### src/rtl/led_pkg.sv
// Shared encodings and constants for the LED sequencer: FSM states, pattern
// codes, bounce direction and pattern start values.
package led_pkg;

    typedef enum logic [1:0] {
        ST_IDLE  = 2'd0,
        ST_RUN   = 2'd1,
        ST_PAUSE = 2'd2
    } state_t;

    typedef enum logic [1:0] {
        PAT_COUNT  = 2'd0,
        PAT_ROTATE = 2'd1,
        PAT_BOUNCE = 2'd2
    } pattern_t;

    typedef enum logic {
        DIR_LEFT  = 1'b0,
        DIR_RIGHT = 1'b1
    } dir_t;

    localparam int unsigned LED_W        = 10;
    localparam logic [9:0]  START_COUNT  = 10'h000;
    localparam logic [9:0]  START_ONEHOT = 10'h001;

    function automatic pattern_t next_pattern(input pattern_t p);
        pattern_t n;
        case (p)
            PAT_COUNT:  n = PAT_ROTATE;
            PAT_ROTATE: n = PAT_BOUNCE;
            default:    n = PAT_COUNT;
        endcase
        return n;
    endfunction

    function automatic logic [9:0] pattern_start(input pattern_t p);
        return (p == PAT_COUNT) ? START_COUNT : START_ONEHOT;
    endfunction

endpackage

### src/rtl/btn_debounce.sv
// Active-low pushbutton conditioner: 2-FF synchronizer, counter debounce and
// a one-cycle press pulse on each accepted 1->0 transition.
module btn_debounce #(
    parameter logic [15:0] DEBOUNCE_CYCLES = 16'd50000
) (
    input  logic clk,
    input  logic reset,
    input  logic btn,
    output logic press
);

    logic [1:0]  sync_ff;
    logic        sync;
    logic        level;
    logic [15:0] cnt;
    logic [1:0]  fill;
    logic        armed;

    assign sync = sync_ff[1];

    // Presses stay disarmed after reset until the real button has been seen
    // released, so a button held through reset release never fires.
    always_ff @(posedge clk) begin
        if (!reset) begin
            sync_ff <= '1;
            level   <= 1'b1;
            cnt     <= '0;
            fill    <= '0;
            armed   <= 1'b0;
            press   <= 1'b0;
        end else begin
            sync_ff <= {sync_ff[0], btn};
            press   <= 1'b0;
            if (fill != 2'd2)
                fill <= fill + 2'd1;
            if (fill == 2'd2 && sync)
                armed <= 1'b1;
            if (sync != level) begin
                if (cnt == DEBOUNCE_CYCLES - 16'd1) begin
                    level <= sync;
                    cnt   <= '0;
                    press <= armed & ~sync;
                end else begin
                    cnt <= cnt + 16'd1;
                end
            end else begin
                cnt <= '0;
            end
        end
    end

endmodule

### src/rtl/led_seq_ctrl.sv
// LED sequencer: run/pause/idle FSM driving one of three 10-bit LED patterns,
// advanced by a speed-selectable prescaler tick.
module led_seq_ctrl
    import led_pkg::*;
#(
    parameter logic [31:0] CLK_DIV_BASE    = 32'h000FFFFF,
    parameter logic [15:0] DEBOUNCE_CYCLES = 16'd50000
) (
    input  logic       clk,
    input  logic       reset,
    input  logic       btn_run,
    input  logic       btn_mode,
    input  logic       sw_stop,
    input  logic [1:0] speed_sel,
    output logic [9:0] led_out,
    output logic [1:0] state_out,
    output logic       tick
);

    logic        run_press;
    logic        mode_press;
    logic [1:0]  stop_ff;
    logic        stop_s;
    state_t      state;
    pattern_t    pattern;
    pattern_t    pat_eff;
    dir_t        dir;
    dir_t        dir_adv;
    logic [31:0] presc;
    logic [31:0] limit;
    logic [9:0]  led_adv;

    btn_debounce #(.DEBOUNCE_CYCLES(DEBOUNCE_CYCLES)) u_run_db (
        .clk   (clk),
        .reset (reset),
        .btn   (btn_run),
        .press (run_press)
    );

    btn_debounce #(.DEBOUNCE_CYCLES(DEBOUNCE_CYCLES)) u_mode_db (
        .clk   (clk),
        .reset (reset),
        .btn   (btn_mode),
        .press (mode_press)
    );

    always_ff @(posedge clk) begin
        if (!reset)
            stop_ff <= '0;
        else
            stop_ff <= {stop_ff[0], sw_stop};
    end

    assign stop_s    = stop_ff[1];
    assign limit     = CLK_DIV_BASE >> {speed_sel, 1'b0};
    assign pat_eff   = mode_press ? next_pattern(pattern) : pattern;
    assign state_out = state;

    always_comb begin
        led_adv = led_out;
        dir_adv = dir;
        case (pattern)
            PAT_COUNT:  led_adv = led_out + 10'd1;
            PAT_ROTATE: led_adv = {led_out[8:0], led_out[9]};
            PAT_BOUNCE: begin
                if (dir == DIR_LEFT) begin
                    led_adv = {led_out[8:0], 1'b0};
                    if (led_adv[9])
                        dir_adv = DIR_RIGHT;
                end else begin
                    led_adv = {1'b0, led_out[9:1]};
                    if (led_adv[0])
                        dir_adv = DIR_LEFT;
                end
            end
            default: ;
        endcase
    end

    // A run press in RUN freezes the prescaler on that same cycle; a mode
    // press reloads the new pattern even when it coincides with a run press.
    always_ff @(posedge clk) begin
        if (!reset) begin
            state   <= ST_IDLE;
            pattern <= PAT_COUNT;
            dir     <= DIR_LEFT;
            led_out <= '0;
            presc   <= '0;
            tick    <= 1'b0;
        end else begin
            tick <= 1'b0;
            if (mode_press)
                pattern <= next_pattern(pattern);
            if (stop_s) begin
                state   <= ST_IDLE;
                led_out <= '0;
                presc   <= '0;
                dir     <= DIR_LEFT;
            end else begin
                case (state)
                    ST_IDLE: begin
                        if (run_press) begin
                            state   <= ST_RUN;
                            led_out <= pattern_start(pat_eff);
                            presc   <= '0;
                            dir     <= DIR_LEFT;
                        end
                    end
                    ST_RUN: begin
                        if (run_press)
                            state <= ST_PAUSE;
                        if (mode_press) begin
                            led_out <= pattern_start(pat_eff);
                            presc   <= '0;
                            dir     <= DIR_LEFT;
                        end else if (!run_press) begin
                            if (presc >= limit) begin
                                tick    <= 1'b1;
                                presc   <= '0;
                                led_out <= led_adv;
                                dir     <= dir_adv;
                            end else begin
                                presc <= presc + 32'd1;
                            end
                        end
                    end
                    ST_PAUSE: begin
                        if (run_press)
                            state <= ST_RUN;
                        if (mode_press) begin
                            led_out <= pattern_start(pat_eff);
                            presc   <= '0;
                            dir     <= DIR_LEFT;
                        end
                    end
                    default: begin
                        state   <= ST_IDLE;
                        led_out <= '0;
                        presc   <= '0;
                    end
                endcase
            end
        end
    end

endmodule

### config.mk
export PLATFORM = sky130hd
export DESIGN_NAME = led_seq_ctrl
export DESIGN_NICKNAME = d
export VERILOG_FILES = /design/src/rtl/led_pkg.sv /design/src/rtl/btn_debounce.sv /design/src/rtl/led_seq_ctrl.sv
export SDC_FILE = /design/constraint.sdc
export NUM_CORES = 1
export LEC_CHECK = 0
export CAP_MARGIN = 20
export CORE_MARGIN = 3
export CORE_UTILIZATION = 55
export DETAILED_ROUTE_END_ITERATION = 10
export PLACE_DENSITY = 0.73
export REMOVE_ABC_BUFFERS = 1
export SLEW_MARGIN = 40
export SYNTH_ARGS = -nofsm -noshare
export SYNTH_HDL_FRONTEND = slang
export SYNTH_SLANG_ARGS = --single-unit
export TNS_END_PERCENT = 100
### constraint.sdc
create_clock -name clk -period 4 [get_ports clk]
set_input_delay 0.4 -clock clk [delete_from_list [all_inputs] [get_ports clk]]
set_output_delay 0.4 -clock clk [all_outputs]
set_load 0.02 [all_outputs]
==> run_results.csv <==
group,metric,value,unit
run_status,status,"finished clean",
die,initial_core_util,56.8,%
finish,drive_gt1_share,5.57,%
yosys,synth_seq_cells,96,
timing,skew,0.00895,ns
clocking,cts_resized,0,
yosys,synth_area,4690,sq um
timing,drv_slew,0,
timing,hold_violations,0,
clocking,htree_num_levels,3,
clocking,clkTransAtPathRegs,0.10,ns
timing,rsz0062_at_grt,"no",
global_routing,grt_pass1_vias,3613,
die,rows,33,
yosys,synth-main-ff-cell,"dfxtp_1",
yosys,yosysTopAreaCell,"dfxtp_1",
yosys,synth-xor-area-share,11.0,%
finish,fill_cells,738,
global_routing,grt_antenna_before_repair,0,
drt,drc,0,
die,die_area,9680,sq um
clocking,cts_buffers,9,
timing,setup-tns-final,0,ns
clocking,root_buffer,"clkbuf_8",
hold_path,hp-class,"flip-flop to flip-flop",
timing,timing.hold.ws,0.422,ns
placement,portBuffers,19,
yosys,synth_compound_area_share,10.2,%
clocking,hold_buffers,0,
finish,antenna_cells,0,
yosys,synth-edff-count,0,
clocking,cts.sinks,96,
timing,period_share,66.5,%
job,maxCapViolations,0,
die,num_io_pins,20,
critical_path,cp_data_required_time,4.22,ns
global_routing,grt_max_degree,33,
clocking,cts_setup_buffers,0,
timing,relSlewSlack,51.0,%
yosys,muxShareOfSynthArea,1.52,%
global_routing,grt_usage,18.8,%
timing,finalSetupViolations,0,
yosys,synth_top_family_by_area,"simple AND/OR/NAND/NOR gates",
drt,num_vias,3772,
drt,viasPerCell,5.56,
yosys,synthAdderAreaFrac,4.00,%
critical_path,cp_max_fo,8,
yosys,yosys.area.top_type_share,40.9,%
critical_path,critPathKind,"primary input to flip-flop",
finish,nets,591,
drt,drtAntennaViolNets,0,
critical_path,critical_path_arrival,2.88,ns
global_routing,grt_pass1_wl,15600,microns
critical_path,critPathLaunchType,"primary input",
timing,min_period,2.66,ns
yosys,synth-seq-area-share,40.9,%
critical_path,r2r-start,"u_run_db.press$_SDFF_PN0_",
pwr,vdd_drop_max,0.287,mV
yosys,synth_simple_gate_area_share,28.3,%
yosys,synthArstFlopShare,0,%
clocking,clock_latency,0.36,ns
critical_path,worstSetupEndpointType,"flip-flop",
global_routing,grt-ovfl-total,0,
yosys,avgSynthCellArea,8.47,sq um
die,fp.coreArea,8260,sq um
yosys,netlist_instances,554,
finish,syn2layout_area_growth,9.41,%
yosys,ys_top_cells_by_area,"dfxtp_1 (41%), nor2_1 (8.3%), xnor2_1 (7.3%), ha_1 (4.0%), xor2_1 (3.7%)",
die,die_y,98.4,microns
finish,fin_util,62.2,%
clocking,clockBufferDepth,2,
drt,dr.pass1.iters,4,
drt,drt-wirelength-per-cell,12.9,microns
timing,fmax,0.376,GHz
placement,gp_congestion,0.841,
hold_path,min_from,"u_run_db.sync_ff[0]$_SDFF_PN1_",
placement,dpl.hpwl,6240,microns
pwr,p_leak,1.71,nW
clocking,tritoncts,"done",
drt,drt_iter0_markers,129,
yosys,synth.distinct_cells,62,
timing,worstMarginPinSlew,0.731,ns
critical_path,critPathLaunch,"speed_sel[1]",
drt,wirelength,8730,microns
yosys,yosys_warnings,0,
pwr,powerDensity,333,nW/um^2
die,die_w,98.4,microns
## cell type report
type                            instances  area [sq um]  area share, %
Clock buffer                            9           124           2.41
Sequential cell                        96          1920           37.4
Clock inverter                          7          73.8           1.44
Multi-Input combinational cell        417          2580           50.3
Inverter                               24          90.1           1.75
Tap cell                              105           131           2.56
Timing Repair Buffer                   21           213           4.14
## report_power, final
part	switching [mW]	total (mW)	internal, mW
clock network	0.370	0.617	0.247
registers	0.0141	0.995	0.981
logic	0.0493	0.0988	0.0495
total	0.434	1.71	1.28
## worst paths after layout
path	to	slack, ns	cells after the start
worst max-delay path	led_out[1]$_SDFFE_PP0P_	1.34	8
worst min-delay path	u_run_db.sync_ff[1]$_SDFF_PN1_	0.42	1
worst max register to register	led_out[1]$_SDFFE_PP0P_	1.72	5
worst min register to register	u_run_db.sync_ff[1]$_SDFF_PN1_	0.42	1
## placed cells by master, fill, tap and decap left out, types with 12 or more instances in the layout
cell type | Yosys | layout
and3_1 | 12 | 12
clkdlybuf4s50_1 | 0 | 19
nand3_1 | 29 | 29
xnor2_1 | 39 | 39
inv_1 | 24 | 24
a21oi_1 | 14 | 14
ha_1 | 15 | 15
o21ai_0 | 14 | 14
nor3_1 | 16 | 16
nand2_1 | 42 | 42
dfxtp_1 | 96 | 96
nor2_1 | 104 | 104
xor2_1 | 20 | 20
## critical path, stage by stage
cell and delay (ns):
clkdlybuf4s50_1 0.47, or2_2 0.32, ha_1 0.33, nand4_1 0.22
nor3_1 0.23, a31oi_1 0.10, a31oi_1 0.61, o32ai_1 0.19
## synthesized netlist by cell type (3+ instances only)
library cell    n
a21oi_1        14
a221o_1         3
a22oi_1         4
a31oi_1         5
and2_1         10
and3_1         12
and4_1          5
buf_4           5
clkbuf_1        8
dfxtp_1        96
ha_1           15
inv_1          24
mux2i_1         6
nand2_1        42
nand2b_1        5
nand3_1        29
nand4_1        10
nor2_1        104
nor2b_1         8
nor3_1         16
nor4_1          5
o21ai_0        14
or2_2           3
xnor2_1        39
xor2_1         20
## sequential cells by signal, summed over array words and instances (netlist names), 10 cells and up
| register | flops |
|---|---|
| presc | 32 |
| u_mode_db.cnt | 16 |
| u_run_db.cnt | 16 |
| led_out | 10 |
## stage by stage
step	total power, mW	instance area (sq um)	worst slack (ns)	std cells
after detailed placement	1.12	4920	0.978	662
after global routing	1.79	5130	1.11	679
after floorplan	1.09	4590	1.84	537
after global placement	1.11	4920	1.09	662
final	1.71	5130	1.34	679
after CTS	1.74	5120	1.38	678
## logic make-up after synthesis
family | after synthesis
simple gates | 267
flops | 96
compound gates | 69
xor+xnor | 59
buf+inv | 41
fa+ha+maj | 15
mux | 7
## metal layers
layer  vias up  part of all wire, %  global-route usage (%)
li1       1938                    -                       -
met1      1761                   48                    24.2
met2        63                   47                    31.6
met3        10                  3.9                    4.50
met4         0                  1.0                    5.36
met5         -                    0                       0
Power figures use the tool's default switching activity.
